[config.mk]
export PLATFORM = sky130hd
export DESIGN_NAME = rgb_to_yuv_conversion
export DESIGN_NICKNAME = d
export VERILOG_FILES = /design/src/rtl/rgb_to_yuv_conversion.sv
export SDC_FILE = /design/constraint.sdc
export NUM_CORES = 1
export LEC_CHECK = 0
export ABC_AREA = 1
export CORE_UTILIZATION = 41
export DETAILED_ROUTE_END_ITERATION = 10
export GPL_ROUTABILITY_DRIVEN = 0
export GPL_TIMING_DRIVEN = 0
export PLACE_DENSITY = 0.59
export SLEW_MARGIN = 0
export SYNTH_ARGS = -nofsm -noshare
export SYNTH_HDL_FRONTEND = slang
export SYNTH_SLANG_ARGS = --single-unit
[constraint.sdc]
create_clock -name clk -period 12.5 [get_ports clk]
set_clock_uncertainty 0.15 [all_clocks]
set_input_delay 1.875 -clock clk [delete_from_list [all_inputs] [get_ports clk]]
set_output_delay 1.875 -clock clk [all_outputs]
set_load 0.02 [all_outputs]
[src/rtl/rgb_to_yuv_conversion.sv]
// Reads packed RGB pixel pairs from SRAM and writes BT.601 Y and interleaved UV (4:2:2) planes back.
// Each pixel pair takes six cycles: three reads, one capture, one Y write and one UV write.
module rgb_to_yuv_conversion #(
    parameter int ADDR_RGB = 0,
    parameter int ADDR_Y   = 115200,
    parameter int ADDR_UV  = 153600,
    parameter int W        = 320,
    parameter int H        = 240,
    parameter int DW       = 16,
    parameter int AW       = 18
) (
    input  logic          clk,
    input  logic          reset,
    input  logic          start,
    output logic          done,
    output logic [AW-1:0] raddr,
    input  logic [DW-1:0] rdata,
    output logic [AW-1:0] waddr,
    output logic [DW-1:0] wdata,
    output logic          wr_enable
);

    localparam int NPAIR = W * H / 2;

    typedef enum logic [2:0] {
        S_IDLE  = 3'd0,
        S_RD0   = 3'd1,
        S_RD1   = 3'd2,
        S_RD2   = 3'd3,
        S_CAP   = 3'd4,
        S_WR_Y  = 3'd5,
        S_WR_UV = 3'd6,
        S_DONE  = 3'd7
    } state_t;

    state_t        state_q, state_d;
    logic [AW-1:0] p_q, p_d;
    logic [DW-1:0] w0_q, w0_d;
    logic [DW-1:0] w1_q, w1_d;
    logic [DW-1:0] w2_q, w2_d;

    function automatic logic signed [17:0] ext8(input logic [7:0] x);
        return $signed({10'd0, x});
    endfunction

    function automatic logic [7:0] sat8(input logic signed [17:0] v);
        if (v < 18'sd0)
            return 8'd0;
        else if (v > 18'sd255)
            return 8'd255;
        else
            return v[7:0];
    endfunction

    function automatic logic [7:0] avg8(input logic [7:0] a, input logic [7:0] b);
        return 8'(({1'b0, a} + {1'b0, b} + 9'd1) >> 1);
    endfunction

    function automatic logic [7:0] luma(input logic [7:0] r, input logic [7:0] g, input logic [7:0] b);
        logic signed [17:0] acc;
        acc = 18'sd66 * ext8(r) + 18'sd129 * ext8(g) + 18'sd25 * ext8(b) + 18'sd128;
        return sat8((acc >>> 8) + 18'sd16);
    endfunction

    function automatic logic [7:0] chroma_u(input logic [7:0] r, input logic [7:0] g, input logic [7:0] b);
        logic signed [17:0] acc;
        acc = 18'sd112 * ext8(b) - 18'sd38 * ext8(r) - 18'sd74 * ext8(g) + 18'sd128;
        return sat8((acc >>> 8) + 18'sd128);
    endfunction

    function automatic logic [7:0] chroma_v(input logic [7:0] r, input logic [7:0] g, input logic [7:0] b);
        logic signed [17:0] acc;
        acc = 18'sd112 * ext8(r) - 18'sd94 * ext8(g) - 18'sd18 * ext8(b) + 18'sd128;
        return sat8((acc >>> 8) + 18'sd128);
    endfunction

    // Word layout of a pair: {R0,G0}, {B0,R1}, {G1,B1}, high byte first.
    logic [7:0] r0, g0, b0, r1, g1, b1;
    assign r0 = w0_q[15:8];
    assign g0 = w0_q[7:0];
    assign b0 = w1_q[15:8];
    assign r1 = w1_q[7:0];
    assign g1 = w2_q[15:8];
    assign b1 = w2_q[7:0];

    logic [7:0] y0, y1, u_val, v_val;
    logic [7:0] ra, ga, ba;
    assign y0    = luma(r0, g0, b0);
    assign y1    = luma(r1, g1, b1);
    assign ra    = avg8(r0, r1);
    assign ga    = avg8(g0, g1);
    assign ba    = avg8(b0, b1);
    assign u_val = chroma_u(ra, ga, ba);
    assign v_val = chroma_v(ra, ga, ba);

    logic [DW-1:0] y_word, uv_word;
    logic [AW-1:0] rgb_base;
    assign y_word   = DW'({y0, y1});
    assign uv_word  = DW'({u_val, v_val});
    assign rgb_base = AW'(ADDR_RGB) + (p_q << 1) + p_q;

    always_ff @(posedge clk or negedge reset) begin
        if (!reset) begin
            state_q <= S_IDLE;
            p_q     <= '0;
            w0_q    <= '0;
            w1_q    <= '0;
            w2_q    <= '0;
        end else begin
            state_q <= state_d;
            p_q     <= p_d;
            w0_q    <= w0_d;
            w1_q    <= w1_d;
            w2_q    <= w2_d;
        end
    end

    always_comb begin
        state_d = state_q;
        p_d     = p_q;
        w0_d    = w0_q;
        w1_d    = w1_q;
        w2_d    = w2_q;
        case (state_q)
            S_IDLE: begin
                if (start) begin
                    state_d = S_RD0;
                    p_d     = '0;
                end
            end
            S_RD0:  state_d = S_RD1;
            S_RD1: begin
                w0_d    = rdata;
                state_d = S_RD2;
            end
            S_RD2: begin
                w1_d    = rdata;
                state_d = S_CAP;
            end
            S_CAP: begin
                w2_d    = rdata;
                state_d = S_WR_Y;
            end
            S_WR_Y: state_d = S_WR_UV;
            S_WR_UV: begin
                if (p_q == AW'(NPAIR - 1)) begin
                    state_d = S_DONE;
                end else begin
                    p_d     = p_q + AW'(1);
                    state_d = S_RD0;
                end
            end
            S_DONE:  state_d = S_IDLE;
            default: state_d = S_IDLE;
        endcase
    end

    // Outputs decode straight from state so an asynchronous reset drops the write strobe at once.
    always_comb begin
        raddr     = '0;
        waddr     = '0;
        wdata     = '0;
        wr_enable = 1'b0;
        done      = 1'b0;
        case (state_q)
            S_RD0: raddr = rgb_base;
            S_RD1: raddr = rgb_base + AW'(1);
            S_RD2: raddr = rgb_base + AW'(2);
            S_WR_Y: begin
                wr_enable = 1'b1;
                waddr     = AW'(ADDR_Y) + p_q;
                wdata     = y_word;
            end
            S_WR_UV: begin
                wr_enable = 1'b1;
                waddr     = AW'(ADDR_UV) + p_q;
                wdata     = uv_word;
            end
            S_DONE:  done = 1'b1;
            default: ;
        endcase
    end

endmodule

==> impl_metrics.tcl <==
set metrics [dict create \
    setup_tns_ns 0 \
    drive_above_1_share_pct 2.98 \
    avgRoutedWirePerCell_um 15.0 \
    final_common_cell "nand2_1" \
    cts_tree "done" \
    cp-endpoint "wdata[0]" \
    seq_area_frac_synth_pct 9.91 \
    die_x_um 208 \
    syn-num-nets 2957 \
    setup_viol 0 \
    synth_fa_ha_area_share_pct 38.2 \
    reg2reg_depth 13 \
    worstPathRequired_ns 10.47 \
    synth_ff_type "dfrtp_1" \
    htree_levels 3 \
    clockBufferDepth 2 \
    synth_top_family_by_area "adder cells" \
    hold_class "flip-flop to flip-flop" \
    synth_area_um2 17400 \
    hold_depth 1 \
    drc_errors 0 \
    synth_cell_types 53 \
    wirelength_um 46300 \
    crit_arrival_ns 9.47 \
    synth_edf_count 0 \
    synthArstFlopShare_pct 100 \
    slew_headroom_pct 32.0 \
    report.final.hold_viol_count 0 \
    grt_overflow 0 \
    reg2reg_slack_ns 9.52 \
    final_net_count 3040 \
    grt_max_degree 70 \
    track_usage_pct 21.6 \
    drtAntennaViolNets 0 \
    worstMarginPinSlew_ns 1.01 \
    dr.pass1.iters 5 \
    fp.dieH_um 208 \
    drt_first_iter_violations 743 \
    postCtsResizedCells 0 \
    r2r_start "state_q[0]" \
    path_clk_slew_ns 0.06 \
    post_cts_buffers 0 \
    avgViaCountPerCell 5.12 \
    synth.mux.area_fraction_pct 0.0647 \
    cts_buffers 9 \
    path_max_fanout 8 \
    clk_latency_ns 0.33 \
    drv_slew 0 \
    drv_cap 0 \
    crit_top_cell "nand2_1" \
    grt_pass1_vias 15800 \
    layout_common_cells "543 x nand2_1, 477 x inv_1, 375 x ha_1" \
    period_minus_slack_ns 11.49 \
    timing.hold.ws_ns 0.415 \
    fmax_mhz 87.0 \
    grt_pass1_wl_um 76700 \
    ios 73 \
    dieArea_um2 43300 \
    rsz0062_at_grt "no" \
    syn_area_per_cell_um2 7.07 \
    critical_path.startpoint "w0_q[2]" \
    crit_path_start_kind "flip-flop" \
    antenna_found_initial 5 \
    initial_core_util_pct 41.5 \
    status "complete, no violations" \
    rows 75 \
    synth_xor_area_share_pct 6.06 \
    area_growth_pct 9.73 \
    slowest_stage "clkdlybuf4s50_1" \
    ys_ff_latch 69 \
    critPathMaxStageDelay_ns 0.60 \
    dpl.hpwl_um 40000 \
    cts.sinks 69 \
    yosys.area_share.simple_pct 23.4 \
    core_area_um2 41900 \
    synth-compound-area-share_pct 11.5 \
    synth-warning-count 0 \
    synthCells 2465 \
    hold_buffers 0 \
    post-route-period-util_pct 92.0 \
    dr_total_vias 15800 \
    end_kind "output port" \
    critical_path_class "flip-flop to output port" \
    port_buffers 72 \
    cts_root_buf "clkbuf_16" \
    worst_r2r_endpoint "p_q[16]" \
]
[final cells by class]
cell class	instances	area (um^2)
repair buffers	72	718
multi-input cells	1894	13800
diodes	2	5.00
well taps	539	674
clock inverters	7	53.8
fillers	4278	22800
clock buffers	9	225
inverters	487	1830
plain buffers	15	62.6
flip-flops and latches	69	1730
[per-layer routing]
layer  track usage, %  share of wire [%]
met5                0              0.093
met4             5.75                2.6
met3             2.37                3.7
met2             39.2                 49
met1             27.1                 45
[sequential cells by signal (all words and copies together), names as in the netlist]
name / flops
w2_q: 16
state_q: 3
p_q: 18
w1_q: 16
w0_q: 16
[how the worst min path moves through the flow]
| stage | start | end | slack [ns] |
|---|---|---|---|
| floorplan | p_q[5] | p_q[5] | 0.33 |
| global placement | p_q[10] | p_q[10] | 0.40 |
| detailed placement | p_q[6] | p_q[6] | 0.39 |
| CTS | p_q[6] | p_q[6] | 0.41 |
| global route | p_q[6] | p_q[6] | 0.45 |
| finish | p_q[6] | p_q[6] | 0.42 |
[per-stage QoR]
| step | utilization [%] | area, um^2 | std cells | worst slack [ns] |
|---|---|---|---|---|
| global route | 45.6 | 19100 | 3092 | 0.0827 |
| finish | 45.6 | 19100 | 3094 | 1.01 |
| global placement | 44.8 | 18800 | 3076 | 0.934 |
| CTS | 45.5 | 19100 | 3092 | 0.500 |
| floorplan | - | 17400 | 2465 | 2.78 |
| detailed placement | 44.8 | 18800 | 3076 | 0.895 |
[synth_stat cells, types with 4 or more instances]
| cell type | count | area [um^2] |
|---|---|---|
| nand2_1 | 543 | 2040 |
| inv_1 | 477 | 1790 |
| ha_1 | 375 | 4690 |
| nor2_1 | 164 | 616 |
| a21oi_1 | 158 | 791 |
| o21ai_0 | 122 | 611 |
| nand3_1 | 117 | 586 |
| fa_1 | 98 | 1960 |
| xor2_1 | 82 | 718 |
| dfrtp_1 | 69 | 1730 |
| nand4_1 | 33 | 206 |
| xnor2_1 | 31 | 272 |
| o21bai_1 | 21 | 158 |
| nor3_1 | 18 | 90.1 |
| nand3b_1 | 15 | 113 |
| clkbuf_1 | 12 | 45.0 |
| nor2_2 | 12 | 75.1 |
| nand2_2 | 10 | 62.6 |
| o21a_1 | 9 | 67.6 |
| o21ai_1 | 9 | 45.0 |
| a21o_1 | 8 | 60.1 |
| inv_2 | 8 | 30.0 |
| o22ai_1 | 8 | 50.1 |
| nor2_4 | 6 | 67.6 |
| o211ai_1 | 6 | 45.0 |
| and3_1 | 4 | 25.0 |
| nand3_2 | 4 | 40.0 |
[cells by family after synthesis]
| family | after synthesis |
|---|---|
| simple gates | 940 |
| mux | 1 |
| compound gates | 363 |
| fa+ha+maj | 473 |
| xor+xnor | 117 |
| buf+inv | 502 |
| flops | 69 |
[critical path: cells and delay by family, from the launching register on]
family,cells,cell delay (ns)
adder cells (fa/ha/maj),8,3.08
AND/OR/NAND/NOR,21,1.78
buffers and inverters,5,0.87
AO/OA/AOI/OAI,13,2.19
XOR/XNOR,3,0.76
flip-flops,1,0.47
Power is left out: the tool's default activity adds up to more than one toggle a clock period on the data nets, which glitch-free logic cannot reach.
